$ cat src/rtl/ffsr_pkg.sv
// Shared constants for the thermometer-based pulse counter.
// DEPTH is always derived from WIDTH through ffsr_depth().
package ffsr_pkg;

    localparam int FFSR_WIDTH = 3;

    // One thermometer stage per representable non-zero count.
    function automatic int ffsr_depth(input int width);
        return (1 << width) - 1;
    endfunction

endpackage

$ cat src/rtl/therm_to_bin.sv
// Combinational thermometer-to-binary converter: the result is the
// population count of the thermometer word.
module therm_to_bin
    import ffsr_pkg::*;
#(
    parameter int WIDTH = FFSR_WIDTH
) (
    input  logic [ffsr_depth(WIDTH)-1:0] therm,
    output logic [WIDTH-1:0]             bin
);

    localparam int DEPTH = ffsr_depth(WIDTH);

    // Counting every bit (rather than locating the top 1) keeps the result
    // meaningful even if the input were ever non-contiguous.
    always_comb begin
        bin = '0;
        for (int i = 0; i < DEPTH; i++) begin
            bin = bin + WIDTH'(therm[i]);
        end
    end

endmodule

$ cat src/rtl/ffsr_pulse_binary.sv
// Saturating up/down pulse counter held as a thermometer shift register,
// with a registered binary readout of the count.
module ffsr_pulse_binary
    import ffsr_pkg::*;
#(
    parameter int WIDTH = FFSR_WIDTH
) (
    input  logic             clk,
    input  logic             rst,
    input  logic             inc,
    input  logic             dec,
    output logic [WIDTH-1:0] out
);

    localparam int DEPTH = ffsr_depth(WIDTH);

    logic [DEPTH-1:0] therm;
    logic [DEPTH-1:0] therm_next;
    logic [WIDTH-1:0] bin_next;

    // Shifting a 1 in at stage 0 or a 0 in at the top keeps the 1s contiguous
    // from stage 0, and both shifts saturate naturally at all-1s / all-0s.
    always_comb begin
        therm_next = therm;
        if (inc && !dec) begin
            therm_next = (therm << 1) | DEPTH'(1);
        end else if (dec && !inc) begin
            therm_next = therm >> 1;
        end
    end

    therm_to_bin #(
        .WIDTH (WIDTH)
    ) u_therm_to_bin (
        .therm (therm_next),
        .bin   (bin_next)
    );

    always_ff @(posedge clk) begin
        if (rst) begin
            therm <= '0;
        end else begin
            therm <= therm_next;
        end
    end

    // Converting the next state keeps out in step with therm (one-cycle
    // latency) while out remains a pure register.
    always_ff @(posedge clk) begin
        if (rst) begin
            out <= '0;
        end else begin
            out <= bin_next;
        end
    end

endmodule

$ cat config.mk
export PLATFORM = sky130hd
export DESIGN_NAME = ffsr_pulse_binary
export DESIGN_NICKNAME = d
export VERILOG_FILES = /design/src/rtl/ffsr_pkg.sv /design/src/rtl/therm_to_bin.sv /design/src/rtl/ffsr_pulse_binary.sv
export SDC_FILE = /design/constraint.sdc
export NUM_CORES = 1
export LEC_CHECK = 0
export BUFFER_PORTS_ARGS = -buffer_cell sky130_fd_sc_hd__buf_4
export CAP_MARGIN = 30
export CORE_AREA = 2 2 39 41
export DETAILED_ROUTE_END_ITERATION = 7
export DIE_AREA = 0 0 41 43
export GPL_TIMING_DRIVEN = 0
export PLACE_DENSITY = 0.6
export SYNTH_ARGS = -nofsm -noshare
export SYNTH_HDL_FRONTEND = slang
export SYNTH_HIERARCHICAL = 1
export SYNTH_SLANG_ARGS = --single-unit
$ cat constraint.sdc
create_clock -name clk -period 3.82 [get_ports clk]
set_input_delay 0.382 -clock clk [delete_from_list [all_inputs] [get_ports clk]]
set_output_delay 0.382 -clock clk [all_outputs]
set_load 0.02 [all_outputs]
=== After elaboration in Yosys (flattened, before gate mapping) ===
Index checks and enable logic that the tools add are counted.

* Register bits: 10
* Input port bits: 4
* Output and inout bits: 3

* Add/sub/neg operators: 6
* Multiplexer cells: 2
* Reductions and logical operators: 4

{| class="wikitable"
|+ Operators with widths
! kind !! count
|-
| adder 3 x 1 -> 3 bit || 5
|-
| two-way mux 7 bit || 2
|-
| adder 1 x 1 -> 2 bit || 1
|-
| logical AND 1 bit || 2
|-
| logical NOT 1 bit || 2
|}

=== Longest topological paths before layout ===
* Depth after elaboration: 10
* Mapped depth: 10

=== Cells and area by module ===
The synthesis kept the hierarchy.

{| class="wikitable"
|+ By module, submodules not included
! module !! instances !! cells an instance !! area an instance (um^2) !! seq. area each (um^2)
|-
| ffsr_pulse_binary || 1 || 41 || 445.4 || 200.2
|-
| therm_to_bin || 1 || 12 || 110.1 || 0.0
|}

=== Worst setup path before layout ===
OpenSTA, ideal clock, no wires.

* Path type: in2reg
* Start: input port inc
* End: register out[1]
* Setup time: 0.114 ns
* Arrival time: 2.825 ns
* Data required time: 3.706 ns
* Setup slack: 0.881 ns
* Stages on the path: 10
* Path buffers: 1
* Cells stage by stage: buf_6 -> mux2i_1 -> mux2i_1 -> inv_1 -> fa_1 -> fa_1 -> inv_1 -> fa_1 -> fa_1 -> nor2b_1

* Longest elaborated chain between the ends: 10
* Elaborated cells on any way between the ends: 11
* Those cells by class: 6 x add/sub; 2 x mux; 3 x reduce/logical

{| class="wikitable"
|+ Ends and longest elaborated chain
! item !! line !! text
|-
| from (decl) || ffsr_pulse_binary.sv:10 || <nowiki>input logic inc,</nowiki>
|-
| logical NOT 1 bit || ffsr_pulse_binary.sv:27 || <nowiki>end else if (dec && !inc) begin</nowiki>
|-
| logical AND 1 bit || ffsr_pulse_binary.sv:27 ||
|-
| two-way mux 7 bit || ffsr_pulse_binary.sv:27 ||
|-
| two-way mux 7 bit (*) || ffsr_pulse_binary.sv:25 || <nowiki>if (inc && !dec) begin</nowiki>
|-
| named net therm_next[1] || ffsr_pulse_binary.sv:18 || <nowiki>logic [DEPTH-1:0] therm_next;</nowiki>
|-
| adder 1 x 1 -> 2 bit (*) || therm_to_bin.sv:19 || <nowiki>bin = bin + WIDTH'(therm[i]);</nowiki>
|-
| adder 3 x 1 -> 3 bit (*) (5 in a row) || therm_to_bin.sv:19 ||
|-
| named net bin_next[1] || ffsr_pulse_binary.sv:19 || <nowiki>logic [WIDTH-1:0] bin_next;</nowiki>
|-
| to (signal assigned) || ffsr_pulse_binary.sv:53 || <nowiki>out <= bin_next;</nowiki>
|-
| to (decl) || ffsr_pulse_binary.sv:12 || <nowiki>output logic [WIDTH-1:0] out</nowiki>
|}

The timed path passes the listed nets; every way through them passes the cells marked *.
A chain may end at the register's enable or synchronous reset.

=== Worst setup path in the final report ===
* Start: register therm[2]
* End: register out[1]

* Elaborated cells on any way between the ends: 8
* Those cells by class: 6 x add/sub; 2 x mux

{| class="wikitable"
|+ RTL lines
! item !! line !! text
|-
| from (decl) || ffsr_pulse_binary.sv:17 || <nowiki>logic [DEPTH-1:0] therm;</nowiki>
|-
| from (signal assigned) || ffsr_pulse_binary.sv:43 || <nowiki>therm <= therm_next;</nowiki>
|-
| two-way mux 7 bit || ffsr_pulse_binary.sv:25 ||
|-
| named net therm_next[3] || ffsr_pulse_binary.sv:18 ||
|-
| adder 3 x 1 -> 3 bit (4 in a row) || therm_to_bin.sv:19 ||
|-
| named net bin_next[1] || ffsr_pulse_binary.sv:19 ||
|}

The timed path passes the listed nets, and every way through them passes these cells.

==> impl_metrics.env <==
export IMPL_dpl_cell_area_um2=613.1
export IMPL_drtPass1Iterations=3
export IMPL_crit_fanout=4
export IMPL_ant_nets=0
export IMPL_clk_latency_ns=0.27
export IMPL_synthToLayoutAreaGrowth_pct=16.89
export IMPL_status="completed"
export IMPL_overflow=0
export IMPL_drv_cap=0
export IMPL_timing_worst_setup_path_type="reg2reg"
export IMPL_endpoint_kind="flop"
export IMPL_die_area_mm2=0.001763
export IMPL_wl_um=874
export IMPL_cts_tree="done"
export IMPL_cts_root_buffer="clkbuf_4"
export IMPL_antenna_found_initial=0
export IMPL_drtIter0Drc=3
export IMPL_startpoint="therm[2]$_SDFF_PP0_"
export IMPL_num_antenna_cells=0
export IMPL_numCtsBuffers=3
export IMPL_grt_pass1_vias=425
export IMPL_max_vdd_ir_drop_mv=0.1723
export IMPL_synth_xor_area_share=0
export IMPL_yosysUniqueCellTypes=18
export IMPL_yosys_area_share_simple=0.09234
export IMPL_syn_nets=61
export IMPL_r2r_cells=9
export IMPL_drv_slew=0
export IMPL_synth_mux_area_fraction=0.2050
export IMPL_finalHoldViolations=0
export IMPL_start_util=0.4014
export IMPL_slew_headroom=0.7606
export IMPL_via_per_inst=4.795
export IMPL_layout_drive_gt1_share=0.2258
export IMPL_crit_end="out[1]$_SDFF_PP0_"
export IMPL_fin_area_um2=649.4
export IMPL_syn_inst=53
export IMPL_clock_sinks=10
export IMPL_post_route_period_util=0.7416
export IMPL_drc=0
export IMPL_clock_skew_ns=0.002943
export IMPL_cts_max_level=1
export IMPL_ctsLongestPathBuffers=2
export IMPL_r2r_slack_ns=0.99
export IMPL_die_w_um=41
export IMPL_place_gp_congestion=0.6807
export IMPL_synthAdderAreaFrac=0.1441
export IMPL_grt_max_degree=11
export IMPL_cts_resized=0
export IMPL_wl_per_cell_um=11.21
export IMPL_fin_cells=78
export IMPL_r2r_end="out[1]$_SDFF_PP0_"
export IMPL_yosysSeqAreaShare=0.3604
export IMPL_fill_cells=132
export IMPL_dpl_hpwl_um=666
export IMPL_setup_viol=0
export IMPL_coreArea_mm2=0.001384
export IMPL_setup_ws_ns=0.9870
export IMPL_netlist_area_um2=555.5
export IMPL_layout_min_cycle_time_ns=2.833
export IMPL_worstReg2RegStart="therm[2]$_SDFF_PP0_"
export IMPL_avgSynthCellArea_um2=10.48
export IMPL_start_kind="flop"
export IMPL_die_y_um=43
export IMPL_leakage_uw=0.0002920
export IMPL_post_cts_buffers=0
export IMPL_required_ns=4.00
export IMPL_rsz0062_at_grt="false"
export IMPL_grt_usage=0.1516
export IMPL_hold_buffers=0
export IMPL_cp_arrival_ns=3.01
export IMPL_worst_pin_slew_ns=0.3491
export IMPL_grt_pass1_wl_mm=1.718
export IMPL_tns_ns=0
export IMPL_power_uw=233.9
export IMPL_p_per_area_mw_per_mm2=360.1
export IMPL_place_ws_ns=0.6882
export IMPL_ios=7
export IMPL_ys_warn_count=6
export IMPL_io_buffer_count=5
export IMPL_clk_pin_slew_ns=0.07
export IMPL_num_vias=374
export IMPL_clock_fmax_ghz=0.3530
export IMPL_synth_compound_area_frac=0.1059
export IMPL_nNetsFinal=71
export IMPL_hold_path_class="in2reg"
export IMPL_placementRows=14
export IMPL_placed_cells=74
export IMPL_synth_top_family_by_area="multiplexers"
export IMPL_ys_ff_latch=10
metal layers:
| metal | track usage | routed length [um] |
|---|---|---|
| met1 | 0.1812 | 373 |
| met2 | 0.2125 | 423 |
| met3 | 0.04712 | 41 |
| met4 | 0.1200 | 36 |
| met5 | 0 | 0 |
synthesized netlist by cell type (all sizes together):
| library cell | number | share of area |
|---|---|---|
| mux2i | 11 | 0.20 |
| dfxtp | 10 | 0.36 |
| inv | 8 | 0.054 |
| o22ai | 5 | 0.056 |
| fa | 4 | 0.14 |
| buf | 3 | 0.038 |
| nor2b | 2 | 0.023 |
| o21ai | 2 | 0.018 |
| a211oi | 1 | 0.023 |
| a21oi | 1 | 0.0090 |
| and2b | 1 | 0.014 |
| nand2b | 1 | 0.011 |
| nand3 | 1 | 0.0090 |
| nand4b | 1 | 0.016 |
| nor3 | 1 | 0.0090 |
| or2 | 1 | 0.011 |
metrics by stage:
| stage | hold slack [ns] | util |
|---|---|---|
| after floorplan | 0.4466 | - |
| after global routing | 0.3260 | 0.4693 |
| after global placement | 0.5040 | 0.4430 |
| final | 0.3105 | 0.4693 |
| after CTS | 0.3119 | 0.4693 |
| after detailed placement | 0.5018 | 0.4430 |
critical path, cell delays in order (launching register included):
cell and delay, ns:
dfxtp_1 0.32, mux2i_1 0.31, mux2i_1 0.12, inv_1 0.09, fa_1 0.44, fa_1 0.50
inv_1 0.05, fa_1 0.37, fa_1 0.42, nor2b_1 0.13
cells in the final DEF (no fill, tap or decap), drive strengths merged:
cell type / count
mux2i: 11
inv: 8
a211oi: 1
nor3: 1
and2b: 1
nor2b: 2
clkbuf: 4
nand4b: 1
o21ai: 2
o22ai: 5
fa: 4
a21oi: 1
or2: 1
buf: 8
dfxtp: 10
nand3: 1
nand2b: 1
worst min path at each step:
stage	from	cells past startpoint	slack, ns	to
finish	rst	2	0.31	therm[0]$_SDFF_PP0_
global route	rst	2	0.33	therm[0]$_SDFF_PP0_
CTS	rst	2	0.31	therm[0]$_SDFF_PP0_
detailed placement	therm[6]$_SDFF_PP0_	2	0.50	therm[6]$_SDFF_PP0_
global placement	therm[6]$_SDFF_PP0_	2	0.50	therm[6]$_SDFF_PP0_
floorplan	rst	1	0.45	therm[0]$_SDFF_PP0_
power by group:
group | total (uW) | leakage, uW | switching, uW | internal (uW)
Sequential | 108 | 0.0000811 | 1.08 | 107
Clock | 98.1 | 0.0000210 | 40.1 | 58.0
Combinational | 27.9 | 0.000190 | 14.9 | 13.0
flip-flops by register name (all words and copies together), names as in the netlist:
register  cells
therm         7
out           3
layout make-up:
class                      instances  area [um2]  share of cell area
timing repair buffer               5       37.54             0.05780
tap                               16       20.02             0.03083
buffer                             3       21.27             0.03276
sequential                        10       200.2              0.3083
inverter                           8       30.03             0.04624
multi-input combinational         32       304.0              0.4682
clock buffer                       4       36.28             0.05588
cell families after synthesis:
kind of cell / count (synthesis)
compound gates: 9
flops: 10
simple gates: 8
fa+ha+maj: 4
buf+inv: 11
mux: 11
Note: power is estimated with default switching activity, not from simulation.
